**src/rtl/kbd_pkg.sv**
```systemverilog
// Shared types and constants for the keyboard MMIO slave.
package kbd_pkg;

  typedef enum logic [1:0] {
    IDLE   = 2'd0,
    DATA   = 2'd1,
    PARITY = 2'd2,
    STOP   = 2'd3
  } rx_state_t;

  localparam int ST_NE      = 0;
  localparam int ST_OVF     = 1;
  localparam int ST_PERR    = 2;
  localparam int ST_FERR    = 3;
  localparam int ST_CNT_LSB = 8;

  localparam logic SEL_DATA   = 1'b0;
  localparam logic SEL_STATUS = 1'b1;

endpackage

```
**src/rtl/kbd_mmio_ps2_rx.sv**
```systemverilog
// PS/2 receiver: pin synchronizers, ps2_clk glitch filter, frame FSM and
// inter-edge timeout. Emits one-cycle push/error pulses per completed frame.
module kbd_mmio_ps2_rx
  import kbd_pkg::*;
#(
  parameter int FILTER_LEN = 8,
  parameter int TIMEOUT    = 50000
) (
  input  logic       ui_clk,
  input  logic       rst,
  input  logic       ps2_clk,
  input  logic       ps2_data,
  output logic [7:0] rx_byte,
  output logic       push,
  output logic       perr_evt,
  output logic       ferr_evt
);

  localparam int FW = $clog2(FILTER_LEN + 1);
  localparam int TW = $clog2(TIMEOUT + 1);

  logic [1:0]    clk_sync_reg;
  logic [1:0]    data_sync_reg;
  logic          filt_reg;
  logic [FW-1:0] filt_cnt_reg;
  logic          fall_reg;

  rx_state_t     state_reg;
  logic [2:0]    bit_cnt_reg;
  logic [7:0]    shift_reg;
  logic          parity_reg;
  logic [TW-1:0] tmo_cnt_reg;
  logic          push_reg;
  logic          perr_reg;
  logic          ferr_reg;

  logic          din;
  assign din = data_sync_reg[1];

  // A new ps2_clk level is accepted only after FILTER_LEN consecutive samples.
  always_ff @(posedge ui_clk) begin
    if (!rst) begin
      clk_sync_reg  <= 2'b11;
      data_sync_reg <= 2'b11;
      filt_reg      <= 1'b1;
      filt_cnt_reg  <= '0;
      fall_reg      <= 1'b0;
    end else begin
      clk_sync_reg  <= {clk_sync_reg[0], ps2_clk};
      data_sync_reg <= {data_sync_reg[0], ps2_data};
      fall_reg      <= 1'b0;
      if (clk_sync_reg[1] == filt_reg) begin
        filt_cnt_reg <= '0;
      end else if (filt_cnt_reg == FW'(FILTER_LEN - 1)) begin
        filt_reg     <= clk_sync_reg[1];
        filt_cnt_reg <= '0;
        fall_reg     <= filt_reg;
      end else begin
        filt_cnt_reg <= filt_cnt_reg + 1'b1;
      end
    end
  end

  always_ff @(posedge ui_clk) begin
    if (!rst) begin
      state_reg   <= IDLE;
      bit_cnt_reg <= '0;
      shift_reg   <= '0;
      parity_reg  <= 1'b0;
      tmo_cnt_reg <= '0;
      push_reg    <= 1'b0;
      perr_reg    <= 1'b0;
      ferr_reg    <= 1'b0;
    end else begin
      push_reg <= 1'b0;
      perr_reg <= 1'b0;
      ferr_reg <= 1'b0;
      if (state_reg == IDLE || fall_reg) tmo_cnt_reg <= '0;
      else                               tmo_cnt_reg <= tmo_cnt_reg + 1'b1;

      // A stalled partial frame is dropped silently; flags are left alone.
      if (state_reg != IDLE && !fall_reg && tmo_cnt_reg == TW'(TIMEOUT - 1)) begin
        state_reg <= IDLE;
      end else if (fall_reg) begin
        case (state_reg)
          IDLE: begin
            if (!din) begin
              state_reg   <= DATA;
              bit_cnt_reg <= '0;
            end
          end
          DATA: begin
            shift_reg   <= {din, shift_reg[7:1]};
            bit_cnt_reg <= bit_cnt_reg + 1'b1;
            if (bit_cnt_reg == 3'd7) state_reg <= PARITY;
          end
          PARITY: begin
            parity_reg <= din;
            state_reg  <= STOP;
          end
          STOP: begin
            state_reg <= IDLE;
            if (!din)                          ferr_reg <= 1'b1;
            else if (!(^{shift_reg, parity_reg})) perr_reg <= 1'b1;
            else                               push_reg <= 1'b1;
          end
          default: state_reg <= IDLE;
        endcase
      end
    end
  end

  assign rx_byte  = shift_reg;
  assign push     = push_reg;
  assign perr_evt = perr_reg;
  assign ferr_evt = ferr_reg;

endmodule

```
**src/rtl/kbd_mmio.sv**
```systemverilog
// Keyboard MMIO slave: scancode FIFO, sticky error flags and the
// edge-triggered DATA/STATUS read port for the CPU data-read mux.
module kbd_mmio
  import kbd_pkg::*;
#(
  parameter int FIFO_DEPTH = 16,
  parameter int FILTER_LEN = 8,
  parameter int TIMEOUT    = 50000
) (
  input  logic        ui_clk,
  input  logic        rst,
  input  logic        ps2_clk,
  input  logic        ps2_data,
  input  logic        rd_req,
  input  logic        rd_sel,
  output logic [31:0] rd_data,
  output logic        kbd_irq
);

  localparam int AW = $clog2(FIFO_DEPTH);

  logic [7:0]  rx_byte;
  logic        push;
  logic        perr_evt;
  logic        ferr_evt;

  kbd_mmio_ps2_rx #(
    .FILTER_LEN(FILTER_LEN),
    .TIMEOUT   (TIMEOUT)
  ) u_rx (
    .ui_clk  (ui_clk),
    .rst     (rst),
    .ps2_clk (ps2_clk),
    .ps2_data(ps2_data),
    .rx_byte (rx_byte),
    .push    (push),
    .perr_evt(perr_evt),
    .ferr_evt(ferr_evt)
  );

  logic [7:0]  mem [FIFO_DEPTH];
  logic [AW-1:0] wr_ptr_reg;
  logic [AW-1:0] rd_ptr_reg;
  logic [AW:0]   count_reg;
  logic          ovf_reg;
  logic          perr_reg;
  logic          ferr_reg;
  logic          rd_req_prev_reg;
  logic [31:0]   rd_data_reg;

  logic        rd_edge;
  logic        nonempty;
  logic        full;
  logic        pop;
  logic        store;
  logic        status_clr;
  logic [31:0] status_word;

  assign rd_edge    = rd_req && !rd_req_prev_reg;
  assign nonempty   = (count_reg != '0);
  assign full       = (count_reg == (AW+1)'(FIFO_DEPTH));
  assign pop        = rd_edge && (rd_sel == SEL_DATA) && nonempty;
  // A pop in the same cycle frees a slot, so a full FIFO still accepts the push.
  assign store      = push && (!full || pop);
  assign status_clr = rd_edge && (rd_sel == SEL_STATUS);

  always_comb begin
    status_word                        = '0;
    status_word[ST_NE]                 = nonempty;
    status_word[ST_OVF]                = ovf_reg;
    status_word[ST_PERR]               = perr_reg;
    status_word[ST_FERR]               = ferr_reg;
    status_word[ST_CNT_LSB +: 5]       = 5'(count_reg);
  end

  always_ff @(posedge ui_clk) begin
    if (store) mem[wr_ptr_reg] <= rx_byte;
  end

  always_ff @(posedge ui_clk) begin
    if (!rst) begin
      wr_ptr_reg      <= '0;
      rd_ptr_reg      <= '0;
      count_reg       <= '0;
      ovf_reg         <= 1'b0;
      perr_reg        <= 1'b0;
      ferr_reg        <= 1'b0;
      rd_req_prev_reg <= 1'b0;
      rd_data_reg     <= '0;
    end else begin
      rd_req_prev_reg <= rd_req;
      if (store) wr_ptr_reg <= wr_ptr_reg + 1'b1;
      if (pop)   rd_ptr_reg <= rd_ptr_reg + 1'b1;
      case ({store, pop})
        2'b10:   count_reg <= count_reg + 1'b1;
        2'b01:   count_reg <= count_reg - 1'b1;
        default: count_reg <= count_reg;
      endcase
      // Set events take priority over a clearing STATUS read.
      ovf_reg  <= (push && full && !pop) || (ovf_reg && !status_clr);
      perr_reg <= perr_evt || (perr_reg && !status_clr);
      ferr_reg <= ferr_evt || (ferr_reg && !status_clr);
      if (rd_edge) begin
        if (rd_sel == SEL_STATUS) rd_data_reg <= status_word;
        else if (nonempty)        rd_data_reg <= {24'h0, mem[rd_ptr_reg]};
        else                      rd_data_reg <= 32'h0;
      end
    end
  end

  assign rd_data = rd_data_reg;
  assign kbd_irq = nonempty;

endmodule

```
**config.mk**
```make
export PLATFORM = sky130hd
export DESIGN_NAME = kbd_mmio
export DESIGN_NICKNAME = d
export VERILOG_FILES = /design/src/rtl/kbd_pkg.sv /design/src/rtl/kbd_mmio_ps2_rx.sv /design/src/rtl/kbd_mmio.sv
export SDC_FILE = /design/constraint.sdc
export NUM_CORES = 1
export LEC_CHECK = 0
export ABC_CLOCK_PERIOD_IN_PS = 4100
export CORE_ASPECT_RATIO = 1.5
export CORE_MARGIN = 1
export CORE_UTILIZATION = 24
export CTS_BUF_LIST = sky130_fd_sc_hd__clkbuf_2 sky130_fd_sc_hd__clkbuf_4 sky130_fd_sc_hd__clkbuf_8
export DETAILED_ROUTE_END_ITERATION = 7
export GPL_TIMING_DRIVEN = 0
export PLACE_DENSITY_LB_ADDON = 0.08
export SLEW_MARGIN = 20
export SYNTH_ARGS = -nofsm -noshare
export SYNTH_HDL_FRONTEND = slang
export SYNTH_HIERARCHICAL = 1
export SYNTH_SLANG_ARGS = --single-unit
```
**constraint.sdc**
```tcl
create_clock -name ui_clk -period 4.1 [get_ports ui_clk]
set_clock_uncertainty 0.2 [all_clocks]
set_input_delay 0.41 -clock ui_clk [delete_from_list [all_inputs] [get_ports ui_clk]]
set_output_delay 0.41 -clock ui_clk [all_outputs]
set_load 0.02 [all_outputs]
```
==> qor.txt <==
Status -> finished clean
Pwr dens -> 405 nW/um^2
Worst EP required -> 4.04 ns
Fillers -> 3590
Syn avg cell area -> 13.9 sq um
Initial Utilization -> 24.4%
Gate power share -> 2.0%
RSZ-0062 raised after global routing -> false
HPWL after DPL -> 14400 um
Async set or reset register ratio after synthesis -> 0%
Synthesized instance count -> 612
Setup TNS -> 0 ns
Gr usage total -> 12.0%
Slew Limit Fails -> 0
CP max FO -> 8
Sw frac -> 21.5%
PortBufs -> 19
Clock tree buffer depth -> 3
Worst EP arrival -> 3.00 ns
# IOs -> 39
Drt initial violations -> 274
Final Cell Area -> 10100 sq um
CP Cell Sequence -> clkdlybuf4s50_1 > or3b_1 > a31oi_2 > nand2_1 > nor2_1
Initial antenna violation count -> 1
Post-CTS sizing -> 0
Distinct cells, synth -> 64
Total wire length -> 20700 um
Number of flip-flops in the largest register -> 128
Mapped cell area -> 8530 sq um
Share of cells above drive strength 1 -> 19.8%
Leading register cell type out of synthesis -> edfxtp_1
Class of the tightest hold or removal check -> flip-flop to flip-flop
TritonCTS clock tree -> done
Cts bufs inserted -> 36
Vias in the first global route -> 5417
Crit path time final -> 3.06 ns
Max-cap violations -> 0
Cell-internal power -> 0.00323 W
Slew @ Worst Pin -> 1.07 ns
Post-route insts no fill -> 1192
Die X-Extent -> 156 um
Critical path buffer and inverter count -> 1
Placer Congestion -> 0.715
Hold buffer count at CTS -> 0
Register area share after synthesis -> 63.1%
DIE AREA -> 36300 sq um
Largest net degree at the start of global routing -> 20
Clock-pin transition on the worst setup and hold timing paths -> 0.06 ns
Commonest non-fill, non-tap cells in the layout -> edfxtp_1 (128), dfxtp_1 (77), nor2_1 (57), clkbuf_8 (43), nand2_1 (42)
Post-CTS setup buffer count -> 0
Power share of the clock group -> 45.1%
Inst Count DP -> 1126
Crit end category -> flip-flop
Number of synthesized flops with an enable pin -> 128
Core area -> 35000 sq um
Drt pass-1 iters -> 4
Layout area overhead -> 19.0%
Top delay family on crit path -> simple AND/OR/NAND/NOR gates
CTS Sinks -> 205
VDD IR-drop max -> 151 uV
DRT antenna net count -> 0
Post-route setup slack -> 1.04 ns
Placed standard-cell area -> 9430 sq um
Drt wl/cell -> 17.3 um
Delay of the slowest critical-path stage -> 0.80 ns
Yosys Warn Count -> 6
Slew headroom -> 28.6%
Final setup violation count -> 0
Final nets -> 712
Lkg Pwr -> 3.38 nW
Final Hold Vio Count -> 0
Total Power -> 0.00411 W
Startpoint Class -> primary input
GRT overflow -> 0
F_max -> 327 MHz
Via count -> 4968
Synth Register Bits -> 205
# rows -> 84
Crit path kind -> primary input to flip-flop
Vias per cell -> 4.17
P_sw -> 0.000883 W
Final period utilization -> 74.6%
Worst skew pair latency -> 0.54 ns
Area of the multi-input gates -> 2930 sq um
Residual DRC -> 0
First-pass GRT wire length -> 31800 um
Pre-CTS WS -> 0.351 ns
Sequential Area -> 5390 sq um
Die height -> 233 um
Clock root cell -> clkbuf_8
H-tree depth -> 2
Sequential power share -> 52.9%
Commonest non-fill, non-tap cell in the layout -> edfxtp_1
Slowest CP cell -> nor2_1
## kinds of logic after synthesis
family	Yosys count	synth area share, %
buffers and inverters	55	3.55
other	1	0.0440
AOI/OAI and AO/OA	65	5.55
and+or+nand+nor	186	10.9
DFF	205	63.1
xor gates and xnor gates	27	2.93
muxes	58	11.7
adders and majority gates	15	2.20
## area by class of cell
cell class                      instances  share of cell area [%]
Antenna cell                            1                  0.0247
Clock buffer                           51                    6.42
Inverter                               13                   0.481
Timing Repair Buffer                   23                    2.17
Tap cell                              473                    5.83
Multi-Input combinational cell        370                    28.8
Sequential cell                       205                    53.1
Clock inverter                         14                   0.666
Buffer                                 42                    2.50
## worst reg2reg max path: stages, from the launching register on
cell,delay (ns)
dfxtp_1,0.36
or3b_1,0.50
a31oi_2,0.49
nand2_1,0.25
nor2_1,0.80
## metrics by stage
step,hold WS [ns],util [%]
3_3_place_gp,0.196,26.8
3_5_place_dp,0.195,26.9
4_1_cts,0.196,29.0
5_1_grt,0.205,29.0
6_report,0.204,29.0
2_1_floorplan,0.186,-
## power groups by stage
stage           logic, W  registers (W)  clock network [W]
6_report       0.0000834        0.00218            0.00185
5_1_grt        0.0000917        0.00217            0.00202
4_1_cts        0.0000847        0.00217            0.00194
3_5_place_dp   0.0000844        0.00222                  0
3_3_place_gp   0.0000841        0.00222                  0
2_1_floorplan  0.0000557        0.00222                  0
## Yosys cell counts, drive strengths merged, types with 9 or more instances
cell	count	area, sq um
edfxtp	128	3840
dfxtp	77	1540
nor2	57	214
nand2	42	158
mux4	32	728
buf	28	201
nand3	26	135
a21oi	23	115
mux2i	21	210
xnor2	16	140
ha	15	188
clkbuf	14	52.6
inv	13	48.8
a21boi	10	75.1
xor2	10	87.6
nor3	9	45.0
or3	9	61.3
## layer usage
layer  up-vias  track usage [%]  wire (um)
met1      2470             12.6       8180
met5         -                0          0
met2        73             22.7      11300
met3        27             2.70        709
li1       2398                -          -
met4         0             4.81        471
## final timing paths
check | from | to | slack [ns] | cells after the start
setup / recovery | rd_req | mem[14][6]$_DFFE_PP_ | 1.04 | 5
hold / removal | u_rx/clk_sync_reg[0]$_SDFF_PN1_ | u_rx/clk_sync_reg[1]$_SDFF_PN1_ | 0.20 | 1
setup reg to reg | rd_req_prev_reg$_SDFF_PN0_ | mem[14][6]$_DFFE_PP_ | 1.11 | 4
hold reg to reg | u_rx/clk_sync_reg[0]$_SDFF_PN1_ | u_rx/clk_sync_reg[1]$_SDFF_PN1_ | 0.20 | 1
No activity file was read; power rests on OpenSTA's default activity.
